File: src/rtl/lamp_sequencer.sv
// Lamp bank pattern generator: prescaled step tick drives CHASE/FILL/BLINK/ALLON patterns.
// Optional build macro LAMP_SEQ_BOUNCE_EN turns CHASE into a ping-pong sweep.
module lamp_sequencer #(
    parameter int NUM_LAMPS   = 11,
    parameter int DIV_WIDTH   = 16,
    parameter int STEP_DIV    = 50000,
    parameter int BLINK_COUNT = 4
) (
    input  logic                 clock,
    input  logic                 reset_n,
    input  logic                 start,
    input  logic [1:0]           mode,
    input  logic                 stop,
    output logic [NUM_LAMPS-1:0] lamps,
    output logic                 busy,
    output logic                 done
);

    typedef enum logic {ST_IDLE, ST_RUN} state_t;

    localparam logic [1:0] MODE_CHASE = 2'b00;
    localparam logic [1:0] MODE_FILL  = 2'b01;
    localparam logic [1:0] MODE_BLINK = 2'b10;

    localparam logic [NUM_LAMPS-1:0] ALL_ON    = {NUM_LAMPS{1'b1}};
    localparam logic [NUM_LAMPS-1:0] FIRST_BIT = NUM_LAMPS'(1);
    localparam logic [DIV_WIDTH-1:0] DIV_LAST  = DIV_WIDTH'(STEP_DIV - 1);
    localparam int                   BW        = $clog2(2 * BLINK_COUNT);
    localparam logic [BW-1:0]        BLINK_LAST = BW'(2 * BLINK_COUNT - 1);

    state_t                 state_q;
    logic [1:0]             mode_q;
    logic [DIV_WIDTH-1:0]   presc_q;
    logic [NUM_LAMPS-1:0]   lamps_q;
    logic                   busy_q;
    logic                   done_q;
    logic [BW-1:0]          blink_q;

    logic                   tick;
    logic                   finish_d;
    logic [NUM_LAMPS-1:0]   lamps_d;
    logic [NUM_LAMPS-1:0]   first_lamps;
    logic [BW-1:0]          blink_d;
`ifdef LAMP_SEQ_BOUNCE_EN
    logic                   dir_q;
    logic                   dir_d;
`endif

    assign tick        = (presc_q == DIV_LAST);
    assign first_lamps = (mode == MODE_CHASE || mode == MODE_FILL) ? FIRST_BIT : ALL_ON;

    // Next pattern value and whether the current tick ends the pattern.
    always_comb begin
        lamps_d  = lamps_q;
        finish_d = 1'b0;
        blink_d  = blink_q;
`ifdef LAMP_SEQ_BOUNCE_EN
        dir_d    = dir_q;
`endif
        case (mode_q)
            MODE_CHASE: begin
`ifdef LAMP_SEQ_BOUNCE_EN
                if (!dir_q) begin
                    if (lamps_q[NUM_LAMPS-1]) begin
                        dir_d   = 1'b1;
                        lamps_d = lamps_q >> 1;
                    end else begin
                        lamps_d = lamps_q << 1;
                    end
                end else if (lamps_q[0]) begin
                    finish_d = 1'b1;
                end else begin
                    lamps_d = lamps_q >> 1;
                end
`else
                if (lamps_q[NUM_LAMPS-1]) finish_d = 1'b1;
                else                      lamps_d  = lamps_q << 1;
`endif
            end
            MODE_FILL: begin
                if (lamps_q == ALL_ON) finish_d = 1'b1;
                else                   lamps_d  = (lamps_q << 1) | FIRST_BIT;
            end
            MODE_BLINK: begin
                if (blink_q == BLINK_LAST) begin
                    finish_d = 1'b1;
                end else begin
                    blink_d = blink_q + 1'b1;
                    lamps_d = ~lamps_q;
                end
            end
            default: finish_d = 1'b1;
        endcase
    end

    always_ff @(posedge clock or negedge reset_n) begin
        if (!reset_n) begin
            state_q <= ST_IDLE;
            mode_q  <= 2'b00;
            presc_q <= '0;
            lamps_q <= '0;
            busy_q  <= 1'b0;
            done_q  <= 1'b0;
            blink_q <= '0;
`ifdef LAMP_SEQ_BOUNCE_EN
            dir_q   <= 1'b0;
`endif
        end else begin
            done_q <= 1'b0;
            case (state_q)
                ST_IDLE: begin
                    if (start && !stop) begin
                        state_q <= ST_RUN;
                        mode_q  <= mode;
                        presc_q <= '0;
                        lamps_q <= first_lamps;
                        busy_q  <= 1'b1;
                        blink_q <= '0;
`ifdef LAMP_SEQ_BOUNCE_EN
                        dir_q   <= 1'b0;
`endif
                    end
                end
                default: begin
                    // Abort takes priority over a finishing tick in the same cycle.
                    if (stop) begin
                        state_q <= ST_IDLE;
                        presc_q <= '0;
                        lamps_q <= '0;
                        busy_q  <= 1'b0;
                        blink_q <= '0;
`ifdef LAMP_SEQ_BOUNCE_EN
                        dir_q   <= 1'b0;
`endif
                    end else if (tick) begin
                        presc_q <= '0;
                        if (finish_d) begin
                            state_q <= ST_IDLE;
                            lamps_q <= '0;
                            busy_q  <= 1'b0;
                            done_q  <= 1'b1;
                        end else begin
                            lamps_q <= lamps_d;
                            blink_q <= blink_d;
`ifdef LAMP_SEQ_BOUNCE_EN
                            dir_q   <= dir_d;
`endif
                        end
                    end else begin
                        presc_q <= presc_q + 1'b1;
                    end
                end
            endcase
        end
    end

    assign lamps = lamps_q;
    assign busy  = busy_q;
    assign done  = done_q;

endmodule
File: config.mk
export PLATFORM = sky130hd
export DESIGN_NAME = lamp_sequencer
export DESIGN_NICKNAME = d
export VERILOG_FILES = /design/src/rtl/lamp_sequencer.sv
export SDC_FILE = /design/constraint.sdc
export NUM_CORES = 1
export LEC_CHECK = 0
export ABC_AREA = 1
export CORE_ASPECT_RATIO = 1.75
export CORE_UTILIZATION = 45
export CTS_BUF_LIST = sky130_fd_sc_hd__clkbuf_4
export CTS_CLUSTER_DIAMETER = 40
export CTS_CLUSTER_SIZE = 24
export DETAILED_ROUTE_END_ITERATION = 16
export GPL_ROUTABILITY_DRIVEN = 0
export PLACE_DENSITY = 0.64
export SLEW_MARGIN = 20
export SYNTH_ARGS = -nofsm -noshare
export SYNTH_HDL_FRONTEND = slang
export SYNTH_SLANG_ARGS = --single-unit
File: constraint.sdc
create_clock -name clock -period 4.3 [get_ports clock]
set_input_delay 0.43 -clock clock [delete_from_list [all_inputs] [get_ports clock]]
set_output_delay 0.43 -clock clock [all_outputs]
set_load 0.05 [all_outputs]
# Word level (Yosys, flattened, before mapping)
# Index checks and enable logic that the tools add are counted.
# word_totals
word_cells,77
output_inout_bits,13
ff_bits,35
input_bits,6
# classes
reduce_logical,11
eq_ne,15
bitwise_logic,2
add_sub_neg,2
n_mux,39
# ops
op,n
$mux W11,9
$mux W16,4
$pmux W11 S3,1
$mux W3,7
$mux W1,17
$add A16 B1 Y16 const B,1
$eq A16 B16 Y1 const B,1
$ne A5 B5 Y1 const B,3
$eq A11 B11 Y1 const B,1
$not A11 Y11,1
$reduce_and A5 Y1,2
$ne A3 B2 Y1 const B,3
$ne A3 B3 Y1 const B,2
$ne A6 B2 Y1 const B,1
$reduce_and A6 Y1,1
$eq A2 B1 Y1 const B,2
$logic_not A2 Y1,2
$add A3 B1 Y3 const B,1
$eq A3 B3 Y1 const B,1
$pmux W1 S3,1
$reduce_and A3 Y1,1
$eq A2 B2 Y1 const B,1
$reduce_and A2 Y1,1
$reduce_bool A2 Y1,1
4 further kinds,4

# Longest topological paths before layout
# logic_depth
ltp_word,7
mapped_depth,12
ltp_nobuf,11

# Least setup slack after synthesis
# No wires, ideal clock.
# synth_timing
kind,register to register
startpoint,reg lamps_q[9] (netlist: lamps[9])
endpoint,reg lamps_q[9] (netlist: lamps[9])
arrival_ns,1.534
slack_ns,2.648
setup_ns,0.118
path_buffers,1
synth_period_minus_slack_ns,1.652
path_stages_with_launch,11
required_time_ns,4.182
cell_sequence,dfrtp_1 > nand2_1 > nor2_1 > nand3_1 > nand3_1 > nor2_1 > nand2_1 > nand2_2 > buf_6 > nand2_1 > nand2_1
# synth_via
elab_chain_cells,7
elab_cells_between_ends,15
classes_between,5 x eq/ne; 8 x mux; 1 x bitwise; 1 x reduce/logical
# synth_lines
item,line_no,text
"start, declared",34,logic [NUM_LAMPS-1:0] lamps_q;
"start signal, assigned",116,lamps_q <= first_lamps;
"start signal, assigned",143,lamps_q <= lamps_d;
$eq A11 B11 Y1 or $not A11 Y11 (tied branches),"81, 89",
$mux W1 or $mux W11 (tied branches),"81, 85",
$pmux W1 S3 or $pmux W11 S3 (tied branches),60,case (mode_q)
$mux W11,137,if (finish_d) begin
$mux W11,135,end else if (tick) begin
$mux W11,126,if (stop) begin
$mux W11,110,case (state_q)
# Several ways; a longest one is shown, not always the timed one. The select of a mux whose other input is x is not followed.
# A chain may end at the register's enable or synchronous reset.

# Worst setup path after layout
# layout_timing
startpoint,reg lamps_q[10] (netlist: lamps[10])
endpoint,out lamps[10]
# layout_lines
item,line_no,text
"end, declared",14,"output logic [NUM_LAMPS-1:0] lamps,"
# No word-level cell between the ends.

==> impl_results.md <==
- Area Growth Syn to Fin: 10.9%
- Placed Cells: 365
- Total die area: 0.00525 mm²
- Max-Cap Viols: 0
- Ys async rst share: 1.00
- Gr ovfl total: 0
- Post-Synthesis Cells: 302
- Root buf cell: clkbuf_4
- Sequential element share of the synthesized area: 0.393
- Worst r2r path cells: 10
- # setup viols final: 0
- Clock Pin Slew Worst Setup and Hold Paths: 110 ps
- PostCTS Resize Cnt: 0
- CP max FO: 15
- CP endpoint kind: output pin
- Final non-filler cell total: 372
- Final Hold Viols: 0
- Chip Width: 55.2 µm
- Pre-antenna DRT Iters: 4
- Cell Area, Synth: 0.00223 mm²
- Initial drt markers: 72
- Syn nets: 315
- Synth Warn #: 0
- Setup bufs post-CTS: 0
- Via density per instance: 5.31
- DRT Wirelength: 5140 µm
- Worst reg2reg path startpoint: mode_q[1]
- Minimum clock period: 2320 ps
- Cts hold-fix bufs: 0
- DRC: 0
- Most numerous cell in the Yosys netlist: nand2_1
- Initial antenna violation count: 0
- Least-Margin Pin Slew: 817 ps
- Setup CP Type: flip-flop to output pin
- Total GRT Usage: 0.227
- Num rows: 33
- Synth area leaders: dfrtp_1, nand2_1, o21ai_0, nor2_1, inv_1
- RSZ-0062 raised after global routing: false
- Pwr Density: 646 mW/mm²
- Post-synth EDFFs: 0
- CTS tree: done
- Worst path top cell family by delay: buffers and inverters
- Die height: 95.1 µm
- Fin util: 0.525
- Vias in the first global route: 1,955
- Maximum buffer depth of the clock tree: 2
- CP cell instances: clkdlybuf4s50_1
- Top_reg_cell synth: dfrtp_1
- Crit. path cell count: 1
- R2R Path End: lamps[5]
- Setup crit start kind: flip-flop
- Filler cells: 493
- Vias: 1,977
- Layout cells sized above 1: 0.0969
- First-pass GRT wire length: 8450 µm
- P_leak: 1.17 nW
- Max-slew violations: 0
- VDD IR max: 419 µV
- Max Clk Rate: 431 MHz
- Final Skew: 17.3 ps
- Post-synth top area share: 0.393
- Reg2Reg Setup Slack: 2220 ps
- Setup TNS: 0 ps
- Detail Route Antenna Nets: 0
- Crit path largest cell delay: 890 ps
- Cell taking the most area after synthesis: dfrtp_1
- # H-tree levels: 2
- Dpl hpwl: 3820 µm
- Critical Path RT: 3870 ps
- WL/cell: 13.8 µm
- # IOs: 19
- Core ar.: 0.00471 mm²
- CP max-delay cell: clkdlybuf4s50_1
- Synthesis-stage register bit count: 35
- Largest net degree at the start of global routing: 36
- HP Class: primary input to asynchronous set/reset pin
- PortBufs: 18
- Mapped Avg Cell Area: 7.38 µm²
- Total power: 1.60 mW
- Antenna diode count: 0
- Period utilization: 0.539
- Clock sinks: 35
- Num CTS Buffers: 5
- Nets: 333
- Synth top cells by count: nand2_1, dfrtp_1, o21ai_0
- Worst slew margin: 0.455
- Clock Latency Late Sink: 340 ps
- Status: finished clean
- Critical Path AT: 1890 ps
- Initial Util: 0.473
- CP bufs+invs: 1
- Number of library cell types mapped by synthesis: 33
cells in the final DEF, fill, tap and decap left out:
cell and n:
a21oi_1 13, o22ai_1 8, o21ai_1 2, a21oi_4 1, nor2_1 27, buf_2 1, ha_1 7, nand2_1 88
dfrtp_1 35, xor2_1 1, clkinv_1 2, nor3b_1 1, clkinv_2 2, nand2_4 4, inv_4 1, clkbuf_4 5
nand3_2 1, o21bai_1 1, nor3_1 5, o21ai_0 34, inv_1 25, nand3b_1 1, inv_2 3, nand2_2 6
nand4_1 8, or2_2 1, nor2_4 3, nand3_1 13, xnor2_1 1, nor2_2 1, clkdlybuf4s50_1 17, nor2_8 2
cell type report:
type / instances / area (µm²) / share of cell area
clock buffers: 5 / 37.5 / 0.0152
repair buffers: 18 / 175 / 0.0709
well taps: 52 / 65.1 / 0.0263
clock inverters: 2 / 8.76 / 0.00354
inverters: 31 / 120 / 0.0486
multi-input cells: 229 / 1190 / 0.481
flip-flops and latches: 35 / 876 / 0.354
where the power goes:
part	total (mW)	switching (mW)	leakage, nW	internal (mW)
registers	0.509	0.100	0.466	0.409
logic	0.921	0.625	0.671	0.295
clock network	0.167	0.109	0.0285	0.0579
kinds of logic after synthesis:
| kind of cell | Yosys count | share of synthesized area |
|---|---|---|
| AO/OA/AOI/OAI | 59 | 0.143 |
| AND/OR/NAND/NOR | 161 | 0.344 |
| adder cells (fa/ha/maj) | 7 | 0.0393 |
| XOR/XNOR | 2 | 0.00786 |
| buffers and inverters | 38 | 0.0730 |
| flip-flops | 35 | 0.393 |
flip-flops by register name, indices dropped and copies added, names as in the netlist:
| register | count |
|---|---|
| presc_q | 16 |
| state_q | 1 |
| busy | 1 |
| mode_q | 2 |
| blink_q | 3 |
| done | 1 |
| lamps | 11 |
metal layers:
layer | part of all wire | vias up | global-route usage
met1 | 0.40 | 903 | 0.224
met5 | 0 | - | 0
met4 | 0.028 | 0 | 0.102
li1 | - | 1019 | -
met3 | 0.027 | 12 | 0.0351
met2 | 0.55 | 43 | 0.431
worst max path at each step:
stage                   start   endpoint  slack (ps)
floorplan            lamps[9]   lamps[9]        2650
global placement         stop   lamps[0]        2000
detailed placement       stop   lamps[1]        1990
CTS                 lamps[10]  lamps[10]        1990
global route        lamps[10]  lamps[10]        1920
finish              lamps[10]  lamps[10]        1980
through the flow:
stage          setup WS (ps)  cell area, µm²  hold WS [ps]
2_1_floorplan           2650            2230           134
3_3_place_gp            2000            2430           464
3_5_place_dp            1990            2430           478
4_1_cts                 1990            2470           185
5_1_grt                 1920            2470           224
6_report                1980            2470           163
(Power assumes the default switching activity.)
